===== config.mk =====
export PLATFORM = sky130hd
export DESIGN_NAME = lif_out_neuron_p
export DESIGN_NICKNAME = d
export VERILOG_FILES = /design/src/rtl/lif_out_neuron_p.sv
export SDC_FILE = /design/constraint.sdc
export NUM_CORES = 1
export LEC_CHECK = 0
export ABC_CLOCK_PERIOD_IN_PS = 10600
export BUFFER_PORTS_ARGS = -buffer_cell sky130_fd_sc_hd__buf_4
export CAP_MARGIN = 10
export CORE_MARGIN = 2
export CORE_UTILIZATION = 55
export DETAILED_ROUTE_END_ITERATION = 8
export PLACE_DENSITY = 0.77
export SLEW_MARGIN = 20
export SYNTH_ARGS = -nofsm -noshare
export SYNTH_HDL_FRONTEND = slang
export SYNTH_SLANG_ARGS = --single-unit

===== constraint.sdc =====
create_clock -name clk -period 10.6 [get_ports clk]
set_input_delay 0.53 -clock clk [delete_from_list [all_inputs] [get_ports clk]]
set_output_delay 0.53 -clock clk [all_outputs]
set_load 0.005 [all_outputs]

===== src/rtl/lif_out_neuron_p.sv =====
// Leaky integrate-and-fire output neuron with lateral inhibition, refractory period and learning gain.
// Optional membrane leak toward V_REST is enabled by defining LIF_LEAK_EN.
module lif_out_neuron_p #(
    parameter int N_IN       = 25,
    parameter int VW         = 12,
    parameter int V_REST     = 400,
    parameter int V_TH       = 720,
    parameter int V_FLOOR    = 80,
    parameter int INHIB_STEP = 75,
    parameter int SELF_STEP  = 5,
    parameter int PERIOD     = 672,
    parameter int HOLD_START = 332,
    parameter int REFRACT    = 4,
    parameter int GAIN_MAX   = 32,
    parameter int LEAK_DIV   = 16
) (
    input  logic                          clk,
    input  logic                          rst_n,
    input  logic                          learn,
    input  logic                          inhibition,
    input  logic [N_IN-1:0]               syn_up,
    input  logic [N_IN-1:0]               syn_down,
    output logic                          spike,
    output logic                          out_inhi,
    output logic                          post,
    output logic [VW-1:0]                 vmem,
    output logic [$clog2(GAIN_MAX):0]     gain
);

    localparam int GW       = $clog2(GAIN_MAX) + 1;
    localparam int CW       = (PERIOD > 1) ? $clog2(PERIOD) : 1;
    localparam int RW       = (REFRACT > 1) ? $clog2(REFRACT) : 1;
    localparam int PW       = $clog2(N_IN + 1);
    localparam int TW       = VW + 8;
    localparam int SW       = VW + 9;
    localparam int REF_LOAD = (REFRACT > 0) ? REFRACT - 1 : 0;

    localparam logic [VW-1:0]        V_REST_V  = VW'(V_REST);
    localparam logic [VW-1:0]        V_TH_V    = VW'(V_TH);
    localparam logic [VW-1:0]        V_FLOOR_V = VW'(V_FLOOR);
    localparam logic [CW-1:0]        CNT_LAST  = CW'(PERIOD - 1);
    localparam logic [CW-1:0]        CNT_PRE   = CW'(PERIOD - 2);
    localparam logic [CW-1:0]        CNT_HOLD  = CW'(HOLD_START);
    localparam logic [GW-1:0]        GAIN_CAP  = GW'(GAIN_MAX);
    localparam logic signed [SW-1:0] INHIB_S   = SW'(INHIB_STEP);
    localparam logic signed [SW-1:0] SELF_S    = SW'(SELF_STEP);
    localparam logic signed [SW-1:0] VMAX_S    = SW'((1 << VW) - 1);

    typedef enum logic [1:0] {
        INTEGRATE  = 2'd0,
        FIRE       = 2'd1,
        REFRACTORY = 2'd2
    } state_t;

    state_t              state;
    state_t              state_nxt;
    logic [CW-1:0]       cnt;
    logic [RW-1:0]       ref_cnt;
    logic                learn_d;
    logic                learn_fall;
    logic                syn_any;
    logic [PW-1:0]       pop_up;
    logic [PW-1:0]       pop_down;
    logic signed [PW:0]  pop_diff;
    logic signed [TW-1:0] term;
    logic signed [SW-1:0] vmem_s;
    logic [VW-1:0]       vmem_nxt;

    function automatic logic [PW-1:0] popcount(input logic [N_IN-1:0] bits);
        logic [PW-1:0] sum;
        sum = '0;
        for (int k = 0; k < N_IN; k++) begin
            sum = sum + PW'(bits[k]);
        end
        return sum;
    endfunction

    function automatic logic [VW-1:0] sat_vmem(input logic signed [SW-1:0] x);
        if (x < 0) begin
            return '0;
        end else if (x > VMAX_S) begin
            return VMAX_S[VW-1:0];
        end
        return x[VW-1:0];
    endfunction

    function automatic logic [GW-1:0] gain_double(input logic [GW-1:0] g);
        logic [GW:0] d;
        d = {g, 1'b0};
        if (d > {1'b0, GAIN_CAP}) begin
            return GAIN_CAP;
        end
        return d[GW-1:0];
    endfunction

    assign learn_fall = learn_d & ~learn;
    assign syn_any    = (|syn_up) | (|syn_down);
    assign pop_up     = popcount(syn_up);
    assign pop_down   = popcount(syn_down);
    assign pop_diff   = $signed({1'b0, pop_up}) - $signed({1'b0, pop_down});
    assign term       = TW'($signed({1'b0, gain})) * TW'(pop_diff);
    assign vmem_s     = $signed({9'b0, vmem});

`ifdef LIF_LEAK_EN
    localparam int LDW = (LEAK_DIV > 1) ? $clog2(LEAK_DIV) : 1;

    logic [LDW-1:0] leak_cnt;
    logic           leak_tick;

    function automatic logic [VW-1:0] leak_toward_rest(input logic [VW-1:0] v);
        if (v > V_REST_V) begin
            return v - VW'(1);
        end else if (v < V_REST_V) begin
            return v + VW'(1);
        end
        return v;
    endfunction

    assign leak_tick = (leak_cnt == LDW'(LEAK_DIV - 1));

    always_ff @(posedge clk or negedge rst_n) begin
        if (!rst_n) begin
            leak_cnt <= '0;
        end else if (leak_tick) begin
            leak_cnt <= '0;
        end else begin
            leak_cnt <= leak_cnt + LDW'(1);
        end
    end
`endif

    always_comb begin
        state_nxt = state;
        case (state)
            INTEGRATE: begin
                if (vmem >= V_TH_V && !inhibition) begin
                    state_nxt = FIRE;
                end
            end
            FIRE: begin
                if (REFRACT > 0) begin
                    state_nxt = REFRACTORY;
                end else begin
                    state_nxt = INTEGRATE;
                end
            end
            REFRACTORY: begin
                if (ref_cnt == '0) begin
                    state_nxt = INTEGRATE;
                end
            end
            default: state_nxt = INTEGRATE;
        endcase
        if (learn_fall) begin
            state_nxt = INTEGRATE;
        end
    end

    // Membrane update, highest priority first; inhibition is applied even while refractory.
    always_comb begin
        vmem_nxt = vmem;
        if (state == FIRE) begin
            vmem_nxt = V_REST_V;
        end else if (inhibition) begin
            vmem_nxt = sat_vmem(vmem_s - (out_inhi ? SELF_S : INHIB_S));
        end else if (vmem < V_FLOOR_V || cnt == CNT_LAST || learn_fall) begin
            vmem_nxt = V_REST_V;
        end else if (!learn && cnt >= CNT_HOLD) begin
            vmem_nxt = vmem;
        end else if (state == REFRACTORY) begin
            vmem_nxt = vmem;
        end else if (syn_any) begin
            vmem_nxt = sat_vmem(vmem_s + SW'(term));
`ifdef LIF_LEAK_EN
        end else if (leak_tick) begin
            vmem_nxt = leak_toward_rest(vmem);
`endif
        end
    end

    always_ff @(posedge clk or negedge rst_n) begin
        if (!rst_n) begin
            state    <= INTEGRATE;
            vmem     <= V_REST_V;
            gain     <= GW'(1);
            cnt      <= '0;
            learn_d  <= 1'b0;
            ref_cnt  <= '0;
            spike    <= 1'b0;
            out_inhi <= 1'b0;
            post     <= 1'b0;
        end else begin
            state    <= state_nxt;
            vmem     <= vmem_nxt;
            learn_d  <= learn;
            cnt      <= (cnt == CNT_LAST) ? '0 : cnt + CW'(1);
            // Output flags decode the next state so they line up with the FIRE cycle itself.
            spike    <= (state_nxt == FIRE);
            out_inhi <= (state_nxt == FIRE);
            post     <= learn && ((state == FIRE) || (cnt == CNT_PRE && gain > GW'(1)));
            if (post && gain < GAIN_CAP) begin
                gain <= gain_double(gain);
            end
            if (state == FIRE) begin
                ref_cnt <= RW'(REF_LOAD);
            end else if (state == REFRACTORY && ref_cnt != '0) begin
                ref_cnt <= ref_cnt - RW'(1);
            end
        end
    end

endmodule


==> results_dict.tcl <==
set metrics [dict create \
    antenna_found_initial 0 \
    grt_pass1_wl_um 20300 \
    crit_path_end_kind "register" \
    max-slew-margin-rel_pct 48.4 \
    synth_top_family_by_area "adder cells" \
    dpl_cell_area_um2 5960 \
    cp_common_cell "fa_1" \
    yosys_warnings 0 \
    grt_start_max_net_pins 36 \
    avgSynthCellArea_um2 8.84 \
    first_pass_iters 6 \
    post_drt_via_cell_ratio 5.45 \
    grt-ovfl-total 0 \
    required_ps 10740 \
    drv_cap 0 \
    clockBufferDepth 2 \
    status "completed" \
    synth_edf_count 0 \
    drive_above_1_share_pct 14.8 \
    final_util_pct 65.7 \
    drv_slew 0 \
    syn_area_um2 5310 \
    routed_wl_um 12300 \
    postRouteAntennaNets 0 \
    cts-root-buf "clkbuf_8" \
    path_buf_inv 8 \
    synth-simple-area-share_pct 16.0 \
    synth_top_flop_cell "dfrtp_1" \
    synthArstFlopShare_pct 100 \
    layout_min_cycle_time_ps 10050 \
    wl_per_cell_um 15.4 \
    clock_sinks 35 \
    yosysTopAreaCell "fa_1" \
    syn-num-nets 777 \
    path_clk_slew_ps 70 \
    fmax_mhz 99.5 \
    synth.top_cell.area_share_pct 26.4 \
    h-tree-depth 2 \
    cts_tree "yes" \
    post_cts_buffers 0 \
    coreArea_um2 9280 \
    setup_violations 0 \
    die-width_um 102 \
    num_rows 35 \
    die_area_um2 10500 \
    synthMuxAreaShare_pct 0.212 \
    num_vias 4358 \
    place_congestion 0.937 \
    path_class "input port to register" \
    io_buffers 74 \
    cp_max_fo 8 \
    ctsHoldBuffers 0 \
    dieHeight_um 102 \
    synth_xor_area_share_pct 3.30 \
    synth_seq_cells 35 \
    worst_pin_slew_ps 764 \
    track_usage_pct 24.8 \
    initial_utilization_pct 57.2 \
    postSynthCellCount 600 \
    fin_tns_setup_ps 0 \
    final_cell_area_um2 6100 \
    critPathMaxStageDelay_ps 580 \
    worst_ep_arrival_time_ps 10190 \
    drt-initial-drc-count 202 \
    synth.area.top_cells "fa_1 (26%), dfrtp_1 (15%), ha_1 (12%), inv_1 (10%), nor2_1 (2.5%)" \
    synth_compound_area_share_pct 13.4 \
    fin_crit_sh_pct 94.8 \
    hold_path.class "input port to async pin" \
    post_cts_resized 0 \
    numCtsBuffers 5 \
    critPathLaunchType "input port" \
    clk_latency_ps 290 \
    rsz0062_at_grt "false" \
    route.detailed.drc 0 \
    cp_top_family "adder cells" \
    grtUsageMet2_pct 42.9 \
    fin_nets 847 \
    mostFrequentLayoutCell "inv_1" \
    cp_slowest_cell "fa_1" \
    yosys.area_share.adder_pct 38.9 \
    yosysUniqueCellTypes 58 \
    finalClockSkew_ps 11.4 \
    use_met3_pct 3.08 \
    hold_viol 0 \
    ys_seq_area_share_pct 16.6 \
    antennaDiodeCount 0 \
    use_met1_pct 33.3 \
    area_delta_synth_final_pct 14.9 \
    grt_pass1_vias 4477 \
    final_cell_mix "inv_1 (144), buf_4 (76), fa_1 (70)" \
    post-dp-hpwl_um 10500 \
    hold_ws_ps 173 \
    pin_count 75 \
    grt_busiest_layer "met2" \
]
==> state kept, by name, indices dropped and copies added (netlist names) <==
signal and flops:
cnt 10, state 2, post 1, gain 6
learn_d 1, ref_cnt 2, vmem 12, out_inhi 1
==> final cells by class <==
| cell class | instances | area, um2 |
|---|---|---|
| sequential | 35 | 881 |
| timing repair buffer | 76 | 571 |
| fill | 778 | 3190 |
| tap | 129 | 161 |
| inverter | 144 | 541 |
| clock inverter | 3 | 67.6 |
| clock buffer | 5 | 68.8 |
| multi-input combinational | 408 | 3810 |
==> Yosys cell counts, types with 6 or more instances <==
cell      instances
nand2_1          29
xnor2_1          10
xor2_1           10
o21ai_1          10
a21oi_1          19
clkbuf_1          7
nand4_1           6
o21ai_0          18
a21o_1           13
nand3_1          11
ha_1             53
nor4_1           15
and2_1           17
fa_1             70
nor2_1           35
inv_1           144
nor2b_1          10
dfrtp_1          31
nand2b_1         13
==> worst reg2reg max path: stages, from the launching register on <==
cell      delay [ps]
dfrtp_1          630
and2_1           230
fa_1             440
fa_1             540
inv_1             50
fa_1             510
fa_1             540
inv_1             40
ha_1             330
or2_1            240
o31a_1           110
a31oi_1          320
o21ai_1          130
xor2_1           420
nand3b_2         310
o22ai_1          120
==> metal layers <==
layer  part of all wire (%)  vias up
met5                      0        -
met4                    1.5        0
met3                    6.4       20
met2                     50      148
met1                     43     2102
li1                       -     2088
==> kinds of logic after synthesis <==
logic type / after synthesis
and+or+nand+nor: 158
buffers and inverters: 157
adders and majority gates: 123
AOI/OAI and AO/OA: 106
DFF: 35
xor gates and xnor gates: 20
muxes: 1
==> path summary, 6_finish.rpt <==
check,endpoint,startpoint,cells past startpoint,slack (ps)
worst max-delay path,vmem[10],syn_down[17],33,550
worst min-delay path,cnt[0],rst_n,1,170
worst max register to register,vmem[10],gain[4],15,5470
worst min register to register,cnt[0],cnt[0],1,490
max in group asynchronous,vmem[8],rst_n,1,10060
min in group clk,learn_d,learn,1,370
==> metrics by stage <==
| step | setup WS, ps | std cells |
|---|---|---|
| floorplan | 1120 | 600 |
| global placement | 530 | 792 |
| detailed placement | 264 | 792 |
| CTS | 562 | 800 |
| global route | 105 | 800 |
| finish | 549 | 800 |
Power is not shown: default switching activity piles up to over one toggle a cycle in this logic, so the estimate is an artifact.
